$ cat src/rtl/r2sdf_stage.sv
// Radix-2 single-path delay-feedback butterfly stage with internal control,
// valid-gated stalls, per-frame halving, flush of pending differences and frame resync.
module r2sdf_stage #(
    parameter int unsigned BW         = 22,
    parameter int unsigned LOG2_DEPTH = 3
) (
    input  logic          clk,
    input  logic          reset,
    input  logic          in_valid,
    input  logic          in_frame_start,
    input  logic [BW-1:0] in_real,
    input  logic [BW-1:0] in_imag,
    input  logic          scale,
    input  logic          flush,
    output logic          out_valid,
    output logic          out_frame_start,
    output logic [BW:0]   out_real,
    output logic [BW:0]   out_imag,
    output logic          sync_err
);

    localparam int D  = 2 ** LOG2_DEPTH;
    localparam int CW = LOG2_DEPTH + 1;
    localparam logic [CW-1:0] LastFill  = CW'(D - 1);
    localparam logic [CW-1:0] FirstBfly = CW'(D);

    // Stage A: registered inputs
    logic          a_valid_q, a_fs_q, a_flush_q, a_scale_q;
    logic [BW-1:0] a_re_q, a_im_q;

    // Stage B state
    logic [CW-1:0] cnt_q;
    logic          primed_q, scale_q, scale_m_q;
    logic [BW:0]   dl_re_q [D];
    logic [BW:0]   dl_im_q [D];

    logic          out_valid_q, out_fs_q, sync_err_q;
    logic [BW:0]   out_re_q, out_im_q;

    logic          resync, fill, flush_step, step, out_valid_d, out_fs_d, sel_scale;
    logic [CW-1:0] c_eff, cnt_d;
    logic [BW:0]   x_re, x_im, h_re, h_im, sum_re, sum_im, diff_re, diff_im;
    logic [BW:0]   push_re, push_im, res_re, res_im;

    function automatic logic [BW:0] halve(input logic [BW:0] v, input logic s);
        return s ? {v[BW], v[BW:1]} : v;
    endfunction

    always_comb begin
        resync      = a_valid_q & a_fs_q & (cnt_q != '0);
        c_eff       = resync ? '0 : cnt_q;
        fill        = ~c_eff[LOG2_DEPTH];
        flush_step  = a_flush_q & primed_q & fill;
        step        = a_valid_q | flush_step;
        // A flush step behaves as a zero-valued sample
        x_re        = a_valid_q ? {a_re_q[BW-1], a_re_q} : '0;
        x_im        = a_valid_q ? {a_im_q[BW-1], a_im_q} : '0;
        h_re        = dl_re_q[D-1];
        h_im        = dl_im_q[D-1];
        sum_re      = h_re + x_re;
        sum_im      = h_im + x_im;
        diff_re     = h_re - x_re;
        diff_im     = h_im - x_im;
        push_re     = fill ? x_re : diff_re;
        push_im     = fill ? x_im : diff_im;
        // Drained differences keep the scale of the frame that produced them
        sel_scale   = fill ? scale_m_q : scale_q;
        res_re      = halve(fill ? h_re : sum_re, sel_scale);
        res_im      = halve(fill ? h_im : sum_im, sel_scale);
        out_valid_d = step & (~fill | (primed_q & ~resync));
        out_fs_d    = step & ~fill & (c_eff == FirstBfly);
        cnt_d       = (flush_step && (c_eff == LastFill)) ? '0 : c_eff + 1'b1;
    end

    always_ff @(posedge clk or posedge reset) begin
        if (reset) begin
            a_valid_q <= 1'b0;
            a_fs_q    <= 1'b0;
            a_flush_q <= 1'b0;
            a_scale_q <= 1'b0;
            a_re_q    <= '0;
            a_im_q    <= '0;
        end else begin
            a_valid_q <= in_valid;
            a_fs_q    <= in_valid & in_frame_start;
            a_flush_q <= ~in_valid & flush;
            a_scale_q <= scale;
            if (in_valid) begin
                a_re_q <= in_real;
                a_im_q <= in_imag;
            end
        end
    end

    always_ff @(posedge clk or posedge reset) begin
        if (reset) begin
            cnt_q       <= '0;
            primed_q    <= 1'b0;
            scale_q     <= 1'b0;
            scale_m_q   <= 1'b0;
            out_valid_q <= 1'b0;
            out_fs_q    <= 1'b0;
            sync_err_q  <= 1'b0;
            out_re_q    <= '0;
            out_im_q    <= '0;
            for (int i = 0; i < D; i++) begin
                dl_re_q[i] <= '0;
                dl_im_q[i] <= '0;
            end
        end else begin
            out_valid_q <= out_valid_d;
            out_fs_q    <= out_fs_d;
            sync_err_q  <= resync;
            if (out_valid_d) begin
                out_re_q <= res_re;
                out_im_q <= res_im;
            end
            if (step) begin
                cnt_q      <= cnt_d;
                dl_re_q[0] <= push_re;
                dl_im_q[0] <= push_im;
                for (int i = 1; i < D; i++) begin
                    dl_re_q[i] <= dl_re_q[i-1];
                    dl_im_q[i] <= dl_im_q[i-1];
                end
                if (a_valid_q && (c_eff == '0)) begin
                    scale_q <= a_scale_q;
                end
                if (!fill) begin
                    primed_q  <= 1'b1;
                    scale_m_q <= scale_q;
                end else if (resync || (flush_step && (c_eff == LastFill))) begin
                    primed_q <= 1'b0;
                end
            end
        end
    end

    assign out_valid       = out_valid_q;
    assign out_frame_start = out_fs_q;
    assign out_real        = out_re_q;
    assign out_imag        = out_im_q;
    assign sync_err        = sync_err_q;

endmodule

$ cat config.mk
export PLATFORM = sky130hd
export DESIGN_NAME = r2sdf_stage
export DESIGN_NICKNAME = d
export VERILOG_FILES = /design/src/rtl/r2sdf_stage.sv
export SDC_FILE = /design/constraint.sdc
export NUM_CORES = 1
export LEC_CHECK = 0
export ABC_AREA = 1
export CAP_MARGIN = 20
export CORE_UTILIZATION = 60
export CTS_CLUSTER_DIAMETER = 30
export CTS_CLUSTER_SIZE = 12
export DETAILED_ROUTE_END_ITERATION = 8
export PLACE_DENSITY = 0.82
export RECOVER_POWER = 100
export SETUP_SLACK_MARGIN = 0.5
export SLEW_MARGIN = 20
export SYNTH_ARGS = -nofsm -noshare
export SYNTH_HDL_FRONTEND = slang
export SYNTH_SLANG_ARGS = --single-unit
$ cat constraint.sdc
create_clock -name clk -period 29.6 [get_ports clk]
set_input_delay 4.44 -clock clk [delete_from_list [all_inputs] [get_ports clk]]
set_output_delay 4.44 -clock clk [all_outputs]
set_load 0.01 [all_outputs]
---- Word level (Yosys, flattened, before mapping) ----
Cells that the tools add are included.
cells by class
  add/sub/neg operators ................... 5
  eq/ne operators ......................... 2
  mux-type cells .......................... 13
  bitwise logic cells ..................... 15
  reduce and logical (&&, ||, !) cells .... 8
operator list
  cell                                                              number
  23-bit 2-to-1 mux                                                 6
  23-bit adder                                                      2
  23-bit subtractor                                                 2
  22-bit 2-to-1 mux                                                 2
  1-bit bitwise AND                                                 10
  4-bit 2-to-1 mux                                                  2
  4-bit by 1-bit adder with 4-bit output (second input constant)    1
  4-bit by 3-bit == test with 1-bit output (second input constant)  1
  4-bit == test (second input constant)                             1
  4-bit zero test                                                   1
  2-bit AND reduction                                               2
  4-bit nonzero test                                                1
  1-bit 2-to-1 mux                                                  3
  1-bit inverter                                                    3
  1-bit logical AND                                                 2
  1-bit bitwise OR                                                  2
  2-bit nonzero test                                                1
  1-bit logical OR                                                  1
word-level totals
  register bits after elaboration ......... 472
  bits of input ports ..................... 50
  output and inout port bits .............. 49
  logic and storage cells ................. 74

---- Logic depth before layout (Yosys ltp) ----
  word-level depth ........................ 9
  mapped depth ............................ 19
  gate-level depth less buffers ........... 17

---- Least setup slack after synthesis ----
Ideal clock, no wire load.
  path kind ............................... input-to-reg
  start ................................... input port in_valid
  end ..................................... register a_im_q[10]
  library setup time ...................... 0.125 ns
  arrival ................................. 5.458 ns
  data required time ...................... 29.475 ns
  path slack .............................. 24.017 ns
  cell stages on the path ................. 3
  buffers on the path ..................... 2
  cell sequence ........................... clkbuf_1 clkbuf_1 mux2_2
RTL lines
  what                    line  RTL
  start: declaration      9     input logic in_valid,
  end signal: assignment  90    a_im_q <= in_imag;
  end: declaration        29    logic [BW-1:0] a_re_q, a_im_q;
No word-level cell between the ends.

==> flow_summary.toml <==
[finish]
area_growth_pct = 16.66
final_cell_count_no_fill = 3849
final_cell_mix = "nand2_1 (939), dfrtp_1 (472), inv_1 (390), o21ai_0 (366), nand3_1 (217)"
finalNetCount = 3397
drive_above_1_share = 0.06393
mostFrequentLayoutCell = "nand2_1"
fin_area_mm2 = 0.02905

[synth]
synth_area_mm2 = 0.02490
seq_area_frac_synth = 0.4744
synth_nets = 3352
synth-edff-count = 0
ys_seq_elements = 472
synth.distinct_cells = 39
async_flop_share = 1.000
syn_inst = 3200
ys_warn_count = 0
synth_ff_type = "dfrtp_1"
yosysTopAreaCellShare = 0.4744
synth_top_area_cell = "dfrtp_1"
avgSynthCellArea_um2 = 7.781
synthTopCellsByArea = "dfrtp_1 (47%), nand2_1 (14%), o21ai_0 (6.2%)"

[floorplanning]
io_pins = 99
die_area_mm2 = 0.04231
fp.dieH_um = 205.7
std_cell_rows = 74
initial_core_util = 0.6084
dieWidth_um = 205.7
core-area_mm2 = 0.04092

[clock_network]
cts-root-buf = "clkbuf_16"
cts_tree = "built"
cts_max_level = 3
cts_hold_buf = 0
clk_latency_ns = 0.64
numCtsBuffers = 87
cts_sinks = 472
clk_pin_slew_ns = 0.04
cts_resized = 0
cts_setup_buffers = 0
clk_path_buf_depth = 3

[pwr]
p_per_area_mw_per_mm2 = 113.7
p_total_uw = 3304
static-leakage-power_uw = 0.01467
ir_worst_vdd_uv = 96.59

[place]
pre_cts_ws_ns = 22.03
dp.cells = 3688
dpl.hpwl_mm = 50.60
gp_congestion = 1.002
placed_cell_area_mm2 = 0.02589
portBuffers = 98

[grt]
grtUsageTotal = 0.3619
grt_pass1_vias = 21460
grt_pass1_wl_mm = 117.4
antenna_found_initial = 1
grt_max_degree = 154
grt_overflow = 0

[sta]
slew_headroom = -2.522
setup_viol = 0
fin_skew_ns = 0.04363
period_needed_ns = 14.11
setup_tns_ns = 0
fmax_ghz = 0.07088
tightest_slew_ns = 5.255
rsz0062_at_grt = "no"
min_period_over_period = 0.4766
worst_slack_ns = 15.49
slew_violations = 1510
finalHoldViolCount = 0

[worst_setup_path]
crit_slowest_cell = "clkbuf_1"
critPathRequiredTime_ns = 29.39
cp.arrival_ns = 13.90
crit_top_cell = "clkbuf_1"
cp_cell_sequence = "dlygate4sd3_1 > clkinvlp_2 > clkbuf_1 > clkbuf_1"
r2r_setup_slack_ns = 15.89
crit_path_max_incr_delay_ns = 2.93
crit_type = "in -> async"
setup.worst_path.start_class = "input pin"
cp-end-kind = "async pin"
crit_path_max_fanout = 115

[drt]
firstDrtPassIters = 6
vias = 22490
routed_via_density = 5.843
drc = 0
drt_wl_total_mm = 75.20
ant_nets = 0
wl_per_cell_um = 19.54
drtIter0Drc = 2756

[worst_hold_path]
hp-class = "reg -> reg"

[status]
status = "finished with violations"
violations = "capacitance limit, slew limit"

[run]
maxCapViolations = 18
## sequential cells by signal (all words and copies together), names as in the netlist, 22 cells and up
| signal | flops |
|---|---|
| dl_im_q | 161 |
| dl_re_q | 161 |
| h_im | 23 |
| h_re | 23 |
| out_imag | 23 |
| out_real | 23 |
| a_im_q | 22 |
| a_re_q | 22 |
## critical path: cells and delay by family
kind                   cells  cell delay, ns
buffers and inverters      4            9.29
## through the flow
step	hold WS (ns)	utilization
2_1_floorplan	0.4422	-
3_3_place_gp	0.4550	0.6325
3_5_place_dp	0.4585	0.6325
4_1_cts	0.4713	0.7120
5_1_grt	0.4815	0.7097
6_report	0.4691	0.7098
## area by class of cell
cell class	count	area [µm²]
Inverter	395	1486
Timing Repair Buffer	114	1047
Multi-Input combinational cell	2175	10780
Antenna cell	1	2.502
Sequential cell	472	11810
Clock inverter	50	835.8
Tap cell	532	665.6
Fill cell	3071	11880
Clock buffer	110	2415
## cell usage after synthesis (all sizes together) (32+ instances only)
cell,instances
a21oi,180
buf,110
clkbuf,48
dfrtp,472
ha,98
inv,395
mux2,45
nand2,940
nand3,217
nand4,32
nor2,190
o21ai,373
## worst paths after layout
| check | start | end | cells past startpoint |
|---|---|---|---|
| worst max-delay path | reset | a_im_q[9] | 4 |
| worst min-delay path | out_imag[13] | out_imag[13] | 2 |
| worst max register to register | a_valid_q | dl_re_q[182] | 10 |
| worst min register to register | out_imag[13] | out_imag[13] | 2 |
| max in group clk | a_valid_q | dl_re_q[182] | 10 |
| min in group asynchronous | reset | out_real[15] | 2 |
## report_power, final
group	internal (µW)	total (µW)	leakage (µW)	switching (µW)
sequential	898	1070	0.00596	169
clock	723	1080	0.00157	358
combinational	374	1160	0.00715	781
## cell families after synthesis
group,synth area share
mux,0.02035
fa+ha+maj,0.05247
flops,0.4744
simple gates,0.2291
buf+inv,0.09181
xor+xnor,0.004573
compound gates,0.1273
## routing by layer
layer	part of all wire	wire length, µm	GRT usage
met5	0	0	0
met3	0.11	8130	0.09566
met2	0.42	31930	0.5180
met4	0.015	1119	0.07831
met1	0.45	34020	0.5479
No activity file was read; power rests on OpenSTA's default activity.
